[config.mk]
export PLATFORM = sky130hd
export DESIGN_NAME = stall_ctrl
export DESIGN_NICKNAME = d
export VERILOG_FILES = /design/src/rtl/pipe_pkg.sv /design/src/rtl/md_busy_counter.sv /design/src/rtl/stall_ctrl.sv
export SDC_FILE = /design/constraint.sdc
export NUM_CORES = 1
export LEC_CHECK = 0
export CAP_MARGIN = 10
export CELL_PAD_IN_SITES_DETAIL_PLACEMENT = 1
export CELL_PAD_IN_SITES_GLOBAL_PLACEMENT = 1
export CORE_ASPECT_RATIO = 1.4
export CORE_MARGIN = 4
export CORE_UTILIZATION = 28
export CTS_BUF_LIST = sky130_fd_sc_hd__clkbuf_4
export CTS_CLUSTER_DIAMETER = 100
export DETAILED_ROUTE_END_ITERATION = 8
export GPL_TIMING_DRIVEN = 0
export PLACE_DENSITY_LB_ADDON = 0.1
export SYNTH_ARGS = -nofsm -noshare
export SYNTH_HDL_FRONTEND = slang
export SYNTH_SLANG_ARGS = --single-unit
[constraint.sdc]
create_clock -name clk -period 3.15 [get_ports clk]
set_input_delay 0.7875 -clock clk [delete_from_list [all_inputs] [get_ports clk]]
set_output_delay 0.7875 -clock clk [all_outputs]
set_load 0.05 [all_outputs]
[src/rtl/pipe_pkg.sv]
// Shared pipeline definitions: MD op encoding, Tuse sentinel, MD latencies
// and the D/E bubble value used by the pipeline registers.
package pipe_pkg;

  // MD unit issue code carried in the E stage
  typedef enum logic [1:0] {
    MD_NONE = 2'b00,
    MD_MULT = 2'b01,
    MD_DIV  = 2'b10,
    MD_RSVD = 2'b11
  } md_op_t;

  // MD sequencer states; IDLE means the down-counter is zero
  typedef enum logic {
    MD_ST_IDLE = 1'b0,
    MD_ST_BUSY = 1'b1
  } md_state_t;

  // Tuse value meaning "this source is not read"
  localparam logic [2:0] TUSE_NONE = 3'b111;

  // Default MD latencies in busy cycles after issue
  localparam int MULT_CYCLES_DEF = 5;
  localparam int DIV_CYCLES_DEF  = 10;

  // Contents of D/E that matter for hazard tracking
  typedef struct packed {
    logic [31:0] instr;
    logic [4:0]  dst;
    logic [2:0]  tnew;
  } de_reg_t;

  // Bubble: no instruction, no destination, nothing pending
  localparam de_reg_t BUBBLE = '{instr: 32'd0, dst: 5'd0, tnew: 3'd0};

endpackage

[src/rtl/md_busy_counter.sv]
// Multi-cycle multiply/divide busy sequencer. A 4-bit down-counter is loaded
// on an MD issue from E and counts to zero; busy/done are derived from the
// next counter value so both leave the block straight from flops.
module md_busy_counter
  import pipe_pkg::*;
#(
  parameter int MULT_CYCLES = MULT_CYCLES_DEF,
  parameter int DIV_CYCLES  = DIV_CYCLES_DEF
) (
  input  logic       clk,
  input  logic       reset,
  input  logic [1:0] md_op,
  output logic       md_busy,
  output logic       md_done
);

  // Latencies must fit the 4-bit counter and be non-zero
  if ((MULT_CYCLES < 1) || (MULT_CYCLES > 15)) begin : g_bad_mult
    $error("md_busy_counter: MULT_CYCLES must be within 1..15");
  end
  if ((DIV_CYCLES < 1) || (DIV_CYCLES > 15)) begin : g_bad_div
    $error("md_busy_counter: DIV_CYCLES must be within 1..15");
  end

  localparam logic [3:0] MULT_LOAD = 4'(MULT_CYCLES);
  localparam logic [3:0] DIV_LOAD  = 4'(DIV_CYCLES);

  logic [3:0] cnt_r;
  logic [3:0] cnt_next_s;
  md_state_t  state_s;
  logic       busy_r;
  logic       done_r;

  // Sequencer state is implied by the counter contents
  always_comb begin
    if (cnt_r == 4'd0) begin
      state_s = MD_ST_IDLE;
    end else begin
      state_s = MD_ST_BUSY;
    end
  end

  // Next counter value: load on issue when idle, count down when busy.
  // An issue seen while busy is ignored; Decode stalls any MD instruction
  // until the unit is free, so this cannot happen legally.
  always_comb begin
    cnt_next_s = cnt_r;
    case (state_s)
      MD_ST_IDLE: begin
        case (md_op_t'(md_op))
          MD_MULT: cnt_next_s = MULT_LOAD;
          MD_DIV:  cnt_next_s = DIV_LOAD;
          default: cnt_next_s = 4'd0;
        endcase
      end
      MD_ST_BUSY: begin
        cnt_next_s = cnt_r - 4'd1;
      end
      default: begin
        cnt_next_s = 4'd0;
      end
    endcase
  end

  // Counter and its status flags; reset drops any divide in flight silently
  always_ff @(posedge clk) begin
    if (reset) begin
      cnt_r  <= 4'd0;
      busy_r <= 1'b0;
      done_r <= 1'b0;
    end else begin
      cnt_r  <= cnt_next_s;
      busy_r <= (cnt_next_s != 4'd0);
      done_r <= (cnt_next_s == 4'd1);
    end
  end

  assign md_busy = busy_r;
  assign md_done = done_r;

endmodule

[src/rtl/stall_ctrl.sv]
// Hazard and stall controller for the five-stage pipeline. Compares Decode
// sources against the youngest in-flight producers (D/E, then E/M) using
// their remaining latency, and stalls HI/LO users while the MD unit runs.
// The stall path is purely combinational so it acts in the same cycle.
module stall_ctrl
  import pipe_pkg::*;
#(
  parameter int MULT_CYCLES = MULT_CYCLES_DEF,
  parameter int DIV_CYCLES  = DIV_CYCLES_DEF
) (
  input  logic       clk,
  input  logic       reset,
  input  logic [4:0] rs_d,
  input  logic [4:0] rt_d,
  input  logic [2:0] tuse_rs,
  input  logic [2:0] tuse_rt,
  input  logic [4:0] dst_e,
  input  logic [2:0] tnew_e,
  input  logic [4:0] dst_m,
  input  logic [2:0] tnew_m,
  input  logic [1:0] md_op_e,
  input  logic       md_use_d,
  output logic       stall_fd,
  output logic       flush_de,
  output logic       md_busy,
  output logic       md_done
);

  // One source operand against both producers. A match in E shadows any
  // match in M, since forwarding always takes the youngest producer, even
  // when the E producer's value is already available.
  function automatic logic src_hazard(
    input logic [4:0] f_src,
    input logic [2:0] f_tuse,
    input logic [4:0] f_dst_e,
    input logic [2:0] f_tnew_e,
    input logic [4:0] f_dst_m,
    input logic [2:0] f_tnew_m
  );
    logic match_e;
    logic match_m;
    logic hit;
    match_e = (f_src != 5'd0) && (f_src == f_dst_e);
    match_m = (f_src != 5'd0) && (f_src == f_dst_m);
    if (f_tuse == TUSE_NONE) begin
      hit = 1'b0;
    end else if (match_e) begin
      hit = (f_tuse < f_tnew_e);
    end else if (match_m) begin
      hit = (f_tuse < f_tnew_m);
    end else begin
      hit = 1'b0;
    end
    return hit;
  endfunction

  logic hit_rs_s;
  logic hit_rt_s;
  logic md_issue_e_s;
  logic md_hit_s;
  logic stall_s;

  md_busy_counter #(
    .MULT_CYCLES (MULT_CYCLES),
    .DIV_CYCLES  (DIV_CYCLES)
  ) u_md_busy_counter (
    .clk     (clk),
    .reset   (reset),
    .md_op   (md_op_e),
    .md_busy (md_busy),
    .md_done (md_done)
  );

  // Register and MD hazard detection for the instruction in Decode
  always_comb begin
    hit_rs_s     = src_hazard(rs_d, tuse_rs, dst_e, tnew_e, dst_m, tnew_m);
    hit_rt_s     = src_hazard(rt_d, tuse_rt, dst_e, tnew_e, dst_m, tnew_m);
    md_issue_e_s = (md_op_e == MD_MULT) || (md_op_e == MD_DIV);
    md_hit_s     = md_use_d && (md_busy || md_issue_e_s);
  end

  // Stall and bubble insertion; both are held low while in reset
  always_comb begin
    if (reset) begin
      stall_s = 1'b0;
    end else begin
      stall_s = hit_rs_s || hit_rt_s || md_hit_s;
    end
  end

  assign stall_fd = stall_s;
  assign flush_de = stall_s;

endmodule

==> impl_metrics.toml <==
[die]
die_y_um = 71.43
io_pins = 41
die_area_um2 = 3807
start_util_pct = 29.82
rows = 22
core_um2 = 2698
die_w_um = 53.30

[clock_tree]
post_cts_buffers = 0
htree_levels = 1
ctsRootBufferMaster = "clkbuf_4"
clockBufferDepth = 2
cts_buffers = 3
cts_tree = "built"
clock_sinks = 6
path_clk_slew_ns = 0.05
clock_latency_ns = 0.24

[detailed_routing]
route.detailed.drc = 0
dr_total_vias = 857
drtPass1Iterations = 4
routed_wirelength_um = 2554
avgViaCountPerCell = 4.788
antenna_left = 0
drtIter0Drc = 11
wl_per_cell_um = 14.27

[grt]
grt_pass1_vias = 1025
grt_max_degree = 7
grt_antenna_before_repair = 0
gr-total-overflow = 0
grt_pass1_wl_um = 4271
grtUsageTotal_pct = 14.35

[yosys]
dominantRegCellSynth = "dfxtp_1"
ys_seq_elements = 6
synth_top_area_cell = "ha_1"
synth_nets = 148
ys_warn_count = 0
synth.mux.area_fraction_pct = 2.488
synthAdderAreaFrac_pct = 17.11
synthSimpleGateAreaFrac_pct = 23.79
synth_top_family_by_area = "simple AND/OR/NAND/NOR gates"
synth-seq-area-share_pct = 14.93
synth_compound_area_share_pct = 14.77
synthArstFlopShare_pct = 0
netlist_area_um2 = 804.5
synthTopCellsByArea = "ha_1 (17%), dfxtp_1 (15%), xnor2_1 (14%), xor2_1 (7.6%), o21ai_0 (4.4%)"
synth-edff-count = 0
syn_inst = 100
yosys.cell_types.count = 29
synth_top_area_share_pct = 17.11
yosys.area_share.xor_xnor_pct = 21.77
avgSynthCellArea_um2 = 8.045

[setup_path]
path_max_fanout = 2
critPathKind = "input pin to output port"
arrival_ns = 2.45
reg2reg_from = "u_md_busy_counter.cnt_r[0]"
reg2reg_to = "u_md_busy_counter.md_done"
r2r_cells = 7
startpoint = "dst_e[1]"
required_ns = 2.36
r2r_slack_ns = 1.57
cp-endpoint = "stall_fd"
cp-start-kind = "input pin"
cp-end-kind = "output port"

[sta]
post-route-period-util_pct = 102.9
max_freq_mhz = 308.5
period_needed_ns = 3.242
final_hold_viol_count = 0
setup-violations-final = 2
tightest_slew_ns = 0.4924
max-slew-margin-rel_pct = 67.07
fin_ws_ns = -0.09175
clock_skew_ns = 0.002972
setup_tns_ns = -0.1580
grt_setup_unrepaired = "yes"
maxSlewViolCount = 0

[finish]
drive_gt1_share_pct = 33.57
finalNonFillerCells = 179
diodes = 0
seq_area_um2 = 120.1
nets = 193
area_growth_syn_to_layout_pct = 69.21
fill_cells = 349
final_core_util_pct = 50.46
multi_input_area_um2 = 777.0

[placement]
globalplace.congestion = 0.7948
post-place-cells = 176
io_buffers = 40
dp_hpwl_um = 2233

[worst_hold_path]
hold_start = "u_md_busy_counter.cnt_r[2]"
hold_class = "flip-flop to flip-flop"

[power_and_ir_drop]
p_per_area_nw_per_um2 = 404.1
power_leakage_nw = 0.5780
peakVddDrop_mv = 0.2140

[flow_run]
cap_violations = 0

[outcome]
violations = "setup timing"
status = "finished, violations left"
[worst min path at each step]
stage	endpoint	slack, ns	cells past startpoint
floorplan	u_md_busy_counter.cnt_r[2]	0.49	2
global placement	u_md_busy_counter.cnt_r[2]	0.53	2
detailed placement	u_md_busy_counter.cnt_r[2]	0.55	2
CTS	u_md_busy_counter.cnt_r[2]	0.56	2
global route	u_md_busy_counter.cnt_r[2]	0.60	2
finish	u_md_busy_counter.cnt_r[2]	0.55	2
[through the flow]
| step | hold slack (ns) | worst slack [ns] | instance area [µm²] | power [mW] |
|---|---|---|---|---|
| after floorplan | 0.4894 | -0.1650 | 868.3 | 0.3468 |
| after global placement | 0.5260 | -1.443 | 1314 | 0.4626 |
| after detailed placement | 0.5496 | -1.466 | 1314 | 0.4799 |
| after CTS | 0.5607 | -0.09344 | 1345 | 0.5552 |
| after global routing | 0.5957 | -0.1851 | 1361 | 0.6065 |
| final | 0.5536 | -0.09175 | 1361 | 0.5501 |
[layout by cell type (no fill, tap or decap), types with 2 or more instances in the layout]
cell,instances
buf_2,13
dlygate4sd2_1,10
xnor2_1,9
nor2_1,8
xor2_1,7
ha_1,6
clkdlybuf4s50_1,6
dfxtp_1,6
inv_1,5
o21ai_0,5
ha_4,5
nand2b_1,4
a21oi_1,4
xnor2_2,4
buf_6,4
nor3_1,3
clkbuf_4,3
clkdlybuf4s15_1,3
inv_2,2
a21o_1,2
nor3b_2,2
o21ai_2,2
nand4_1,2
nand3_1,2
mux2i_1,2
a311o_1,2
nor2b_1,2
nand2_1,2
clkdlybuf4s15_2,2
buf_8,2
[area by class of cell]
class,count,share of cell area [%]
inverter,9,3.585
buffer,1,0.8272
multi-input combinational,84,57.08
tap,36,3.309
sequential,6,8.823
clock buffer,3,1.654
timing repair buffer,40,24.72
[flip-flops by register name (all words and copies together) (netlist names)]
signal and flops:
u_md_busy_counter.md_done 1, u_md_busy_counter.cnt_r 4, u_md_busy_counter.md_busy 1
[repair_timing]
action | 4_1_cts | 5_1_grt
hold buffers | 0 | 0
gates resized for setup | 121 | 7
pin swaps | 28 | 5
endpoints found under the setup margin | 2 | 2
hold endpoints to repair | 0 | 0
[cells in the mapped netlist, types with 3 or more instances]
master	instances
a21oi_1	4
dfxtp_1	6
ha_1	11
inv_1	9
nand2b_1	4
nor2_1	9
nor3_1	3
o21ai_0	7
xnor2_1	13
xor2_1	7
[critical path, stage by stage]
cell and delay (ns):
dlygate4sd2_1 0.27, xor2_1 0.16, nor3_1 0.21, nand3_1 0.12, mux2i_1 0.12, a311o_1 0.32
a31oi_4 0.22, buf_6 0.12, buf_8 0.13
[where the power goes]
| group | leakage (nW) | internal [mW] | switching (mW) |
|---|---|---|---|
| Combinational | 0.514 | 0.158 | 0.194 |
| Sequential | 0.0498 | 0.107 | 0.0203 |
| Clock | 0.0138 | 0.0431 | 0.0275 |
| Total | 0.578 | 0.308 | 0.242 |
[layer usage]
layer  up-vias  GRT usage, %  share of wire (%)
met3         2         1.663                4.8
met1       394         16.14                 38
met4         0         3.409               0.63
met2        25         27.29                 56
met5         -             0                  0
li1        436             -                  -
[cells by family (layout without fill, tap and decap cells)]
logic type,Yosys count,after routing
AND/OR/NAND/NOR,32,32
XOR/XNOR,20,20
AO/OA/AOI/OAI,19,19
adder cells (fa/ha/maj),11,11
buffers and inverters,10,53
flip-flops,6,6
multiplexers,2,2
Power figures use the tool's default switching activity.
